===== config.mk =====
export PLATFORM = sky130hd
export DESIGN_NAME = exu_bpstat_ctl_flat
export DESIGN_NICKNAME = d
export VERILOG_FILES = /design/src/rtl/exu_bpstat_ctl_if.sv /design/src/rtl/exu_bpstat_ctl.sv /design/src/flat_wrapper.sv
export SDC_FILE = /design/constraint.sdc
export NUM_CORES = 1
export LEC_CHECK = 0
export ABC_AREA = 1
export CAP_MARGIN = 20
export CORE_UTILIZATION = 60
export DETAILED_ROUTE_END_ITERATION = 6
export PLACE_DENSITY_LB_ADDON = 0.12
export SLEW_MARGIN = 10
export SYNTH_ARGS = -nofsm -noshare
export SYNTH_HDL_FRONTEND = slang
export SYNTH_SLANG_ARGS = --single-unit

===== constraint.sdc =====
create_clock -name clk -period 21.3 [get_ports clk]
set_input_delay 3.195 -clock clk [delete_from_list [all_inputs] [get_ports clk]]
set_output_delay 3.195 -clock clk [all_outputs]
set_load 0.02 [all_outputs]

===== src/rtl/exu_bpstat_ctl_if.sv =====
`default_nettype none
// ============================================================================
// Module      : exu_bpstat_ctl_if
// Description : Bundles the event, control and read-port signals of the
//               branch-prediction statistics block.
//               master : event/control producer and read requester
//               slave  : statistics block (exu_bpstat_ctl)
// Signals     : freeze, flush, clr, snap    control inputs
//               ev_valid/ev_pred_t/ev_pred_nt/ev_flush_upper/ev_cond_misp
//                                           per-pipe event bits [NPIPE]
//               rd_req, rd_idx[3]           read request / counter index
//               rd_ack, rd_data[CNT_W], rd_ovf   read response
// Revision    : 1.0 - initial release
// ============================================================================
interface exu_bpstat_ctl_if #(
    parameter int NPIPE = 2,
    parameter int CNT_W = 32
);
    logic              freeze;
    logic              flush;
    logic [NPIPE-1:0]  ev_valid;
    logic [NPIPE-1:0]  ev_pred_t;
    logic [NPIPE-1:0]  ev_pred_nt;
    logic [NPIPE-1:0]  ev_flush_upper;
    logic [NPIPE-1:0]  ev_cond_misp;
    logic              clr;
    logic              snap;
    logic              rd_req;
    logic [2:0]        rd_idx;
    logic              rd_ack;
    logic [CNT_W-1:0]  rd_data;
    logic              rd_ovf;

    modport master (
        output freeze, flush, ev_valid, ev_pred_t, ev_pred_nt,
               ev_flush_upper, ev_cond_misp, clr, snap, rd_req, rd_idx,
        input  rd_ack, rd_data, rd_ovf
    );

    modport slave (
        input  freeze, flush, ev_valid, ev_pred_t, ev_pred_nt,
               ev_flush_upper, ev_cond_misp, clr, snap, rd_req, rd_idx,
        output rd_ack, rd_data, rd_ovf
    );
endinterface
`default_nettype wire


===== src/rtl/exu_bpstat_ctl.sv =====
`default_nettype none
// ============================================================================
// Module      : exu_bpstat_ctl
// Description : Branch-prediction statistics counters. Six counters collect
//               per-cycle population counts of qualified branch events from
//               NPIPE ALU pipes:
//                 0 PRED  1 MISP  2 COND  3 TKP  4 NTKP  5 CORR
//               Each counter has a sticky overflow flag. A registered
//               one-cycle read port returns the selected counter and flag.
// Ports       : clk  - clock
//               rst  - asynchronous active-high reset
//               bus  - exu_bpstat_ctl_if.slave (events, control, read port)
// Parameters  : NPIPE (1..4), CNT_W (8..64), SAT (1 = saturate, 0 = wrap)
// Config      : RV_BPSTAT_SNAPSHOT_EN - when defined, 'snap' copies all
//               counters/flags into a shadow bank and reads return the
//               shadow bank; otherwise reads return the live counters.
// Revision    : 1.0 - initial release
// ============================================================================
module exu_bpstat_ctl #(
    parameter int NPIPE = 2,
    parameter int CNT_W = 32,
    parameter int SAT   = 0
) (
    input  logic                 clk,
    input  logic                 rst,
    exu_bpstat_ctl_if.slave      bus
);

    localparam int C_NCNT = 6;
    localparam bit C_SAT  = (SAT != 0);

    // ------------------------------------------------------------------
    // Event qualification and per-counter hit vectors
    // ------------------------------------------------------------------
    logic [NPIPE-1:0]                 w_q;
    logic [C_NCNT-1:0][NPIPE-1:0]     w_hit;
    logic [C_NCNT-1:0][2:0]           w_inc;
    logic [C_NCNT-1:0][CNT_W:0]       w_sum;
    logic [C_NCNT-1:0][CNT_W-1:0]     w_nxt;
    logic [C_NCNT-1:0]                w_ovf_set;

    always_comb begin
        w_q = bus.ev_valid & (bus.ev_pred_t | bus.ev_pred_nt)
            & {NPIPE{~bus.flush & ~bus.freeze}};
        w_hit[0] = w_q;
        w_hit[1] = w_q & bus.ev_flush_upper;
        w_hit[2] = w_q & bus.ev_cond_misp;
        w_hit[3] = w_q & bus.ev_pred_t;
        w_hit[4] = w_q & bus.ev_pred_nt;
        w_hit[5] = w_q & ~bus.ev_flush_upper;
    end

    // Population count per counter so simultaneous pipe events all land.
    always_comb begin
        w_inc = '0;
        for (int c = 0; c < C_NCNT; c++) begin
            for (int p = 0; p < NPIPE; p++) begin
                w_inc[c] = w_inc[c] + {2'b00, w_hit[c][p]};
            end
        end
    end

    // Counter registers and sticky overflow flags
    logic [C_NCNT-1:0][CNT_W-1:0]     r_cnt;
    logic [C_NCNT-1:0]                r_ovf;

    // One extra bit on the sum exposes the carry; the carry is the
    // overflow condition in both wrap and saturate modes.
    always_comb begin
        for (int c = 0; c < C_NCNT; c++) begin
            w_sum[c]     = {1'b0, r_cnt[c]} + {{(CNT_W-2){1'b0}}, w_inc[c]};
            w_ovf_set[c] = w_sum[c][CNT_W];
            if (C_SAT && w_sum[c][CNT_W]) begin
                w_nxt[c] = '1;
            end else begin
                w_nxt[c] = w_sum[c][CNT_W-1:0];
            end
        end
    end

    // clr wins over events: the clr cycle's events are dropped.
    always_ff @(posedge clk or posedge rst) begin
        if (rst) begin
            r_cnt <= '0;
            r_ovf <= '0;
        end else if (bus.clr) begin
            r_cnt <= '0;
            r_ovf <= '0;
        end else begin
            r_cnt <= w_nxt;
            r_ovf <= r_ovf | w_ovf_set;
        end
    end

    // ------------------------------------------------------------------
    // Read source: shadow bank or live counters
    // ------------------------------------------------------------------
    logic [C_NCNT-1:0][CNT_W-1:0]     w_src_cnt;
    logic [C_NCNT-1:0]                w_src_ovf;

`ifdef RV_BPSTAT_SNAPSHOT_EN
    logic [C_NCNT-1:0][CNT_W-1:0]     r_snap_cnt;
    logic [C_NCNT-1:0]                r_snap_ovf;

    // Captures the pre-update values, so snap+clr yields pre-clear data;
    // clr deliberately leaves the shadow bank alone.
    always_ff @(posedge clk or posedge rst) begin
        if (rst) begin
            r_snap_cnt <= '0;
            r_snap_ovf <= '0;
        end else if (bus.snap) begin
            r_snap_cnt <= r_cnt;
            r_snap_ovf <= r_ovf;
        end
    end

    assign w_src_cnt = r_snap_cnt;
    assign w_src_ovf = r_snap_ovf;
`else
    logic w_unused_snap;
    assign w_unused_snap = bus.snap;
    assign w_src_cnt     = r_cnt;
    assign w_src_ovf     = r_ovf;
`endif

    // ------------------------------------------------------------------
    // Read port: one-cycle registered response
    // ------------------------------------------------------------------
    logic [CNT_W-1:0]  w_rd_sel;
    logic              w_rd_ovf_sel;

    // Indices 6 and 7 select nothing and read back as zero.
    always_comb begin
        w_rd_sel     = '0;
        w_rd_ovf_sel = 1'b0;
        case (bus.rd_idx)
            3'd0: begin w_rd_sel = w_src_cnt[0]; w_rd_ovf_sel = w_src_ovf[0]; end
            3'd1: begin w_rd_sel = w_src_cnt[1]; w_rd_ovf_sel = w_src_ovf[1]; end
            3'd2: begin w_rd_sel = w_src_cnt[2]; w_rd_ovf_sel = w_src_ovf[2]; end
            3'd3: begin w_rd_sel = w_src_cnt[3]; w_rd_ovf_sel = w_src_ovf[3]; end
            3'd4: begin w_rd_sel = w_src_cnt[4]; w_rd_ovf_sel = w_src_ovf[4]; end
            3'd5: begin w_rd_sel = w_src_cnt[5]; w_rd_ovf_sel = w_src_ovf[5]; end
            default: begin w_rd_sel = '0; w_rd_ovf_sel = 1'b0; end
        endcase
    end

    logic              r_rd_ack;
    logic [CNT_W-1:0]  r_rd_data;
    logic              r_rd_ovf;

    // Data and flag are forced to zero whenever no response is presented.
    always_ff @(posedge clk or posedge rst) begin
        if (rst) begin
            r_rd_ack  <= 1'b0;
            r_rd_data <= '0;
            r_rd_ovf  <= 1'b0;
        end else begin
            r_rd_ack  <= bus.rd_req;
            r_rd_data <= bus.rd_req ? w_rd_sel : '0;
            r_rd_ovf  <= bus.rd_req & w_rd_ovf_sel;
        end
    end

    assign bus.rd_ack  = r_rd_ack;
    assign bus.rd_data = r_rd_data;
    assign bus.rd_ovf  = r_rd_ovf;

endmodule
`default_nettype wire


===== src/flat_wrapper.sv =====
// flat-port wrapper written by rule: the top's interface ports become plain ports
module exu_bpstat_ctl_flat 
#(
    parameter int NPIPE = 2,
    parameter int CNT_W = 32,
    parameter int SAT   = 0
)
  (clk, rst, bus_freeze, bus_flush, bus_ev_valid, bus_ev_pred_t, bus_ev_pred_nt, bus_ev_flush_upper, bus_ev_cond_misp, bus_clr, bus_snap, bus_rd_req, bus_rd_idx, bus_rd_ack, bus_rd_data, bus_rd_ovf);
  exu_bpstat_ctl_if #(.NPIPE(NPIPE), .CNT_W(CNT_W)) bus_i ();
  input  logic clk;
  input  logic rst;
  input wire logic [$bits(bus_i.freeze)-1:0] bus_freeze;
  input wire logic [$bits(bus_i.flush)-1:0] bus_flush;
  input wire logic [$bits(bus_i.ev_valid)-1:0] bus_ev_valid;
  input wire logic [$bits(bus_i.ev_pred_t)-1:0] bus_ev_pred_t;
  input wire logic [$bits(bus_i.ev_pred_nt)-1:0] bus_ev_pred_nt;
  input wire logic [$bits(bus_i.ev_flush_upper)-1:0] bus_ev_flush_upper;
  input wire logic [$bits(bus_i.ev_cond_misp)-1:0] bus_ev_cond_misp;
  input wire logic [$bits(bus_i.clr)-1:0] bus_clr;
  input wire logic [$bits(bus_i.snap)-1:0] bus_snap;
  input wire logic [$bits(bus_i.rd_req)-1:0] bus_rd_req;
  input wire logic [$bits(bus_i.rd_idx)-1:0] bus_rd_idx;
  output wire logic [$bits(bus_i.rd_ack)-1:0] bus_rd_ack;
  output wire logic [$bits(bus_i.rd_data)-1:0] bus_rd_data;
  output wire logic [$bits(bus_i.rd_ovf)-1:0] bus_rd_ovf;
  assign bus_i.freeze = bus_freeze;
  assign bus_i.flush = bus_flush;
  assign bus_i.ev_valid = bus_ev_valid;
  assign bus_i.ev_pred_t = bus_ev_pred_t;
  assign bus_i.ev_pred_nt = bus_ev_pred_nt;
  assign bus_i.ev_flush_upper = bus_ev_flush_upper;
  assign bus_i.ev_cond_misp = bus_ev_cond_misp;
  assign bus_i.clr = bus_clr;
  assign bus_i.snap = bus_snap;
  assign bus_i.rd_req = bus_rd_req;
  assign bus_i.rd_idx = bus_rd_idx;
  assign bus_rd_ack = bus_i.rd_ack;
  assign bus_rd_data = bus_i.rd_data;
  assign bus_rd_ovf = bus_i.rd_ovf;
  exu_bpstat_ctl #(.NPIPE(NPIPE), .CNT_W(CNT_W), .SAT(SAT)) u_core (.clk(clk), .rst(rst), .bus(bus_i));
endmodule

Word level (Yosys, flattened, before mapping)
Cells that the tools add are included.
{"block": "word_totals", "reg_bits": 232, "in_bits": 20, "output_inout_bits": 34, "elab_cells": 47}
{"block": "op_classes", "addsub": 12, "eq_ne": 5, "mux": 5, "bitwise": 14, "reduce_logical": 1}
{"operator": "$add 32x3->33", "n": 6}
{"operator": "$mux 192", "n": 1}
{"operator": "$pmux 32 s6", "n": 1}
{"operator": "$mux 32", "n": 1}
{"operator": "$and 2x2->2", "n": 7}
{"operator": "$add 1x1->2", "n": 6}
{"operator": "$eq 3x2->1 const B", "n": 2}
{"operator": "$eq 3x3->1 const B", "n": 2}
{"operator": "$mux 6", "n": 1}
{"operator": "$or 6x6->6", "n": 1}
{"operator": "$pmux 1 s6", "n": 1}
{"operator": "$eq 3x1->1 const B", "n": 1}
{"operator": "$logic_not 3->1", "n": 1}
{"operator": "$and 1x1->1", "n": 2}
{"operator": "$not 1->1", "n": 2}
{"operator": "$not 2->2", "n": 1}
{"operator": "$or 2x2->2", "n": 1}

Logic depth before layout (Yosys ltp)
{"block": "depth", "ltp_word": 8, "mapped_depth": 16, "mapped_depth_nobuf": 16}

Worst setup path before layout
Ideal clock, no wire load.
{"block": "synth_path", "path_kind": "input -> register", "startpoint": "in bus_freeze", "endpoint": "reg u_core.r_ovf[4]", "setup_time_ns": 0.132, "t_arrival_ns": 5.166, "t_required_ns": 21.168, "setup_slack_ns": 16.002, "cell_stages": 12, "path_buffers": 0, "cell_sequence": "nor4_1 -> inv_1 -> nor2_1 -> ha_1 -> ha_1 -> fa_1 -> nand2_1 -> nor2_1 -> nand2_1 -> nor2_1 -> a21oi_1 -> nor2_1"}
{"block": "synth_between", "elab_chain_len": 8}
{"item": "from (decl)", "line": "flat_wrapper.sv:12", "rtl": "input wire logic [$bits(bus_i.freeze)-1:0] bus_freeze;"}
{"item": "$not 1->1", "line": "exu_bpstat_ctl.sv:44", "rtl": "& {NPIPE{~bus.flush & ~bus.freeze}};"}
{"item": "$and 1x1->1", "line": "exu_bpstat_ctl.sv:44"}
{"item": "$and 2x2->2", "line": "exu_bpstat_ctl.sv:44"}
{"item": "$and 2x2->2", "line": "exu_bpstat_ctl.sv:49", "rtl": "w_hit[4] = w_q & bus.ev_pred_nt;"}
{"item": "$add 1x1->2", "line": "exu_bpstat_ctl.sv:58", "rtl": "w_inc[c] = w_inc[c] + {2'b00, w_hit[c][p]};"}
{"item": "$add 32x3->33", "line": "exu_bpstat_ctl.sv:71", "rtl": "w_sum[c] = {1'b0, r_cnt[c]} + {{(CNT_W-2){1'b0}}, w_inc[c]};"}
{"item": "$or 6x6->6", "line": "exu_bpstat_ctl.sv:91", "rtl": "r_ovf <= r_ovf | w_ovf_set;"}
{"item": "$mux 6", "line": "exu_bpstat_ctl.sv:86", "rtl": "end else if (bus.clr) begin"}
{"item": "to (signal assigned)", "line": "exu_bpstat_ctl.sv:91"}
{"item": "to (decl)", "line": "exu_bpstat_ctl.sv:65", "rtl": "logic [C_NCNT-1:0] r_ovf;"}
Every way passes these cells.

Final worst setup path
{"block": "layout_path", "startpoint": "in bus_ev_valid[0]", "endpoint": "reg u_core.r_cnt[52] in the netlist's numbering"}
{"block": "layout_between", "elab_chain_len": 6}
{"item": "from (decl)", "line": "flat_wrapper.sv:14", "rtl": "input wire logic [$bits(bus_i.ev_valid)-1:0] bus_ev_valid;"}
{"item": "$and 2x2->2", "line": "exu_bpstat_ctl.sv:43", "rtl": "w_q = bus.ev_valid & (bus.ev_pred_t | bus.ev_pred_nt)"}
{"item": "$and 2x2->2", "line": "exu_bpstat_ctl.sv:44"}
{"item": "$and 2x2->2", "line": "exu_bpstat_ctl.sv:46", "rtl": "w_hit[1] = w_q & bus.ev_flush_upper;"}
{"item": "$add 1x1->2", "line": "exu_bpstat_ctl.sv:58"}
{"item": "$add 32x3->33", "line": "exu_bpstat_ctl.sv:71"}
{"item": "$mux 192", "line": "exu_bpstat_ctl.sv:86"}
{"item": "to (signal assigned)", "line": "exu_bpstat_ctl.sv:90", "rtl": "r_cnt <= w_nxt;"}
{"item": "to (decl)", "line": "exu_bpstat_ctl.sv:64", "rtl": "logic [C_NCNT-1:0][CNT_W-1:0] r_cnt;"}
Every way passes these cells.

==> impl_metrics.py <==
metrics = {
    "outcome": {
        "status": "finished, final reports clean",
    },
    "synthesis": {
        "yosys_most_used_dff": "dfrtp_1",
        "synth-edff-count": 0,
        "yosys-top-cells-count": "676 x nand2_1, 498 x nor2_1, 262 x inv_1, 232 x dfrtp_1, 124 x a21oi_1",
        "async_reset_ff_frac": 1.00,
        "synthCells": 2179,
        "synth_top_area_frac": 0.410,
        "avgSynthCellArea_um2": 6.50,
        "synth_area_um2": 14200,
        "synth_most_common_cell": "nand2_1",
        "synth.area.top_cells": "dfrtp_1 41%, nand2_1 18%, nor2_1 13%",
        "ys_ff_latch": 232,
        "synth-seq-area-share": 0.410,
        "synth_top_area_cell": "dfrtp_1",
        "synth.distinct_cells": 29,
        "synth.yosys.warnings": 0,
        "syn-num-nets": 2223,
    },
    "die": {
        "core-area_um2": 22900,
        "num_rows": 55,
        "die_width_um": 156,
        "initial_core_util": 0.618,
        "die_y_um": 156,
        "dieArea_um2": 24200,
        "io_pins": 54,
    },
    "worst_setup_path": {
        "path_max_fanout": 6,
        "worstPathRequired_ps": 21730,
        "path_class": "input port to register",
        "setup.worst_path.end_class": "register",
        "start_kind": "input port",
        "worstPathArrival_ps": 6800,
        "r2r_slack_ps": 19350,
    },
    "routing": {
        "drcViolationCount": 0,
        "drtPass1Iterations": 6,
        "routed_wl_mm": 44.9,
        "drt_iter0_drc": 1813,
        "wl_per_cell_um": 17.6,
        "routed_via_density": 5.60,
        "num_vias": 14300,
        "ant_nets": 0,
    },
    "sta": {
        "hold_viol": 0,
        "period_share": 0.299,
        "drv_slew": 0,
        "worst_pin_slew_ps": 1010,
        "slew_headroom": 0.320,
        "rsz0062_at_grt": "false",
        "fmax_ghz": 0.157,
        "fin_skew_ps": 11.2,
        "finalSetupViolCount": 0,
        "fin_crit_ps": 6370,
        "timing.setup.tns_ps": 0,
    },
    "final_layout": {
        "drive_above_1_share": 0.0353,
        "design_area_um2": 15900,
        "fin_nets": 2261,
        "layout.cells.non_filler": 2549,
        "syn2layout_area_growth_pct": 12.2,
        "diodes": 0,
    },
    "hold_path": {
        "holdCritPathClass": "register to register",
    },
    "grt": {
        "grtUsageTotal": 0.382,
        "met2_usage": 0.586,
        "met1_usage": 0.532,
        "busiest_layer": "met2",
        "met3_usage": 0.0600,
        "overflow": 0,
        "grt_pass1_wl_mm": 70.9,
        "grt_max_degree": 93,
        "grt_antenna_before_repair": 0,
        "grt_pass1_vias": 13200,
    },
    "cts": {
        "htreeDepth": 1,
        "path_clk_slew_ps": 60,
        "cts_buffers": 27,
        "cts_sinks": 232,
        "postCtsSetupRepairBufs": 0,
        "cts_max_path_buffers": 3,
        "cts_hold_buf": 0,
        "cts_resized": 0,
        "cts_tree": "yes",
        "clk_latency_ps": 540,
        "clock-root-buffer": "clkbuf_16",
    },
    "placement": {
        "dpl.hpwl_mm": 33.8,
        "numPlacedInstances": 2500,
        "io_buffers": 52,
        "routabilityCongestion": 0.974,
        "dpl_cell_area_um2": 14900,
    },
    "pwr": {
        "cellPowerDensity_nw_per_um2": 62.7,
        "peakVddDrop_v": 0.0000555,
        "p_leak_nw": 6.82,
    },
    "run": {
        "maxCapViolCount": 0,
    },
}
-- report_power, final --
part | switching [mW] | leakage, nW | internal, mW | total, mW
Combinational | 0.0302 | 3.09 | 0.00861 | 0.0388
Clock | 0.193 | 0.487 | 0.323 | 0.515
Sequential | 0.000941 | 3.24 | 0.442 | 0.443
-- kinds of logic after synthesis --
logic type	share of synthesized area
compound gates	0.0946
fa+ha+maj	0.0244
flops	0.410
xor+xnor	0.0105
simple gates	0.372
buf+inv	0.0885
-- per-stage QoR --
stage	util	total power [mW]	worst slack [ps]	hold WS (ps)
2_1_floorplan	-	0.476	11740	457
3_3_place_gp	0.649	0.488	14580	484
3_5_place_dp	0.649	0.489	14520	486
4_1_cts	0.692	0.997	14980	495
5_1_grt	0.693	1.02	14720	529
6_report	0.693	0.997	14930	498
-- path summary, 6_finish.rpt --
path	endpoint	from	depth (start not counted)
max in group asynchronous	u_core.r_cnt[75]$_DFF_PP0_	rst	4
min in group asynchronous	u_core.r_cnt[171]$_DFF_PP0_	rst	2
setup reg to reg	u_core.r_cnt[114]$_DFF_PP0_	u_core.r_cnt[96]$_DFF_PP0_	10
hold reg to reg	u_core.r_cnt[41]$_DFF_PP0_	u_core.r_cnt[41]$_DFF_PP0_	1
hold / removal	u_core.r_cnt[41]$_DFF_PP0_	u_core.r_cnt[41]$_DFF_PP0_	1
setup / recovery	u_core.r_cnt[52]$_DFF_PP0_	bus_ev_valid[0]	16
-- worst max-delay path: stages --
cell	delay, ps
clkdlybuf4s50_1	460
inv_1	40
nor4_1	820
inv_1	360
nor2_1	230
ha_1	280
ha_1	220
fa_1	400
nand2_1	120
nor2_2	60
nand2_1	210
nor2_1	140
nand2_1	110
nand2_1	50
nand2_1	50
nor2_1	50
-- routing by layer --
layer  wire length [µm]  part of all wire
met1              19000              0.42
met2              19900              0.44
met3               3850             0.086
met4               2160             0.048
met5                  0                 0
-- layout by cell type, fill, tap and decap left out --
| master | count |
|---|---|
| clkinv_4 | 1 |
| nor2_4 | 2 |
| nor3b_1 | 2 |
| xnor2_1 | 1 |
| nor4_1 | 1 |
| nand3_2 | 2 |
| clkbuf_1 | 3 |
| bufinv_16 | 5 |
| buf_4 | 8 |
| nand3_1 | 89 |
| buf_16 | 1 |
| o22ai_1 | 17 |
| nor3_1 | 12 |
| nor2_1 | 498 |
| clkbuf_8 | 9 |
| inv_1 | 260 |
| inv_2 | 5 |
| nor2_2 | 11 |
| ha_1 | 18 |
| dfrtp_1 | 232 |
| o21ai_0 | 114 |
| clkdlybuf4s50_1 | 51 |
| a31oi_1 | 1 |
| a2bb2oi_1 | 4 |
| a21oi_1 | 124 |
| nand2_2 | 3 |
| nand2_1 | 676 |
| nand4_1 | 32 |
| inv_8 | 1 |
| fa_1 | 6 |
| clkbuf_16 | 27 |
| xor2_1 | 16 |
| clkinv_2 | 4 |
-- sequential cells by signal (all words and copies together), names as in the netlist --
register            flops
u_core.bus.rd_ack       1
u_core.bus.rd_data     32
u_core.r_cnt          192
u_core.r_ovf            6
u_core.bus.rd_ovf       1
-- final cells by class --
| type | count | area (µm²) |
|---|---|---|
| clock buffers | 39 | 811 |
| clock inverters | 9 | 174 |
| fillers | 2023 | 7030 |
| inverters | 267 | 1010 |
| multi-input cells | 1629 | 7100 |
| flip-flops and latches | 232 | 5810 |
| well taps | 313 | 392 |
| repair buffers | 60 | 598 |
(Power assumes the default switching activity.)
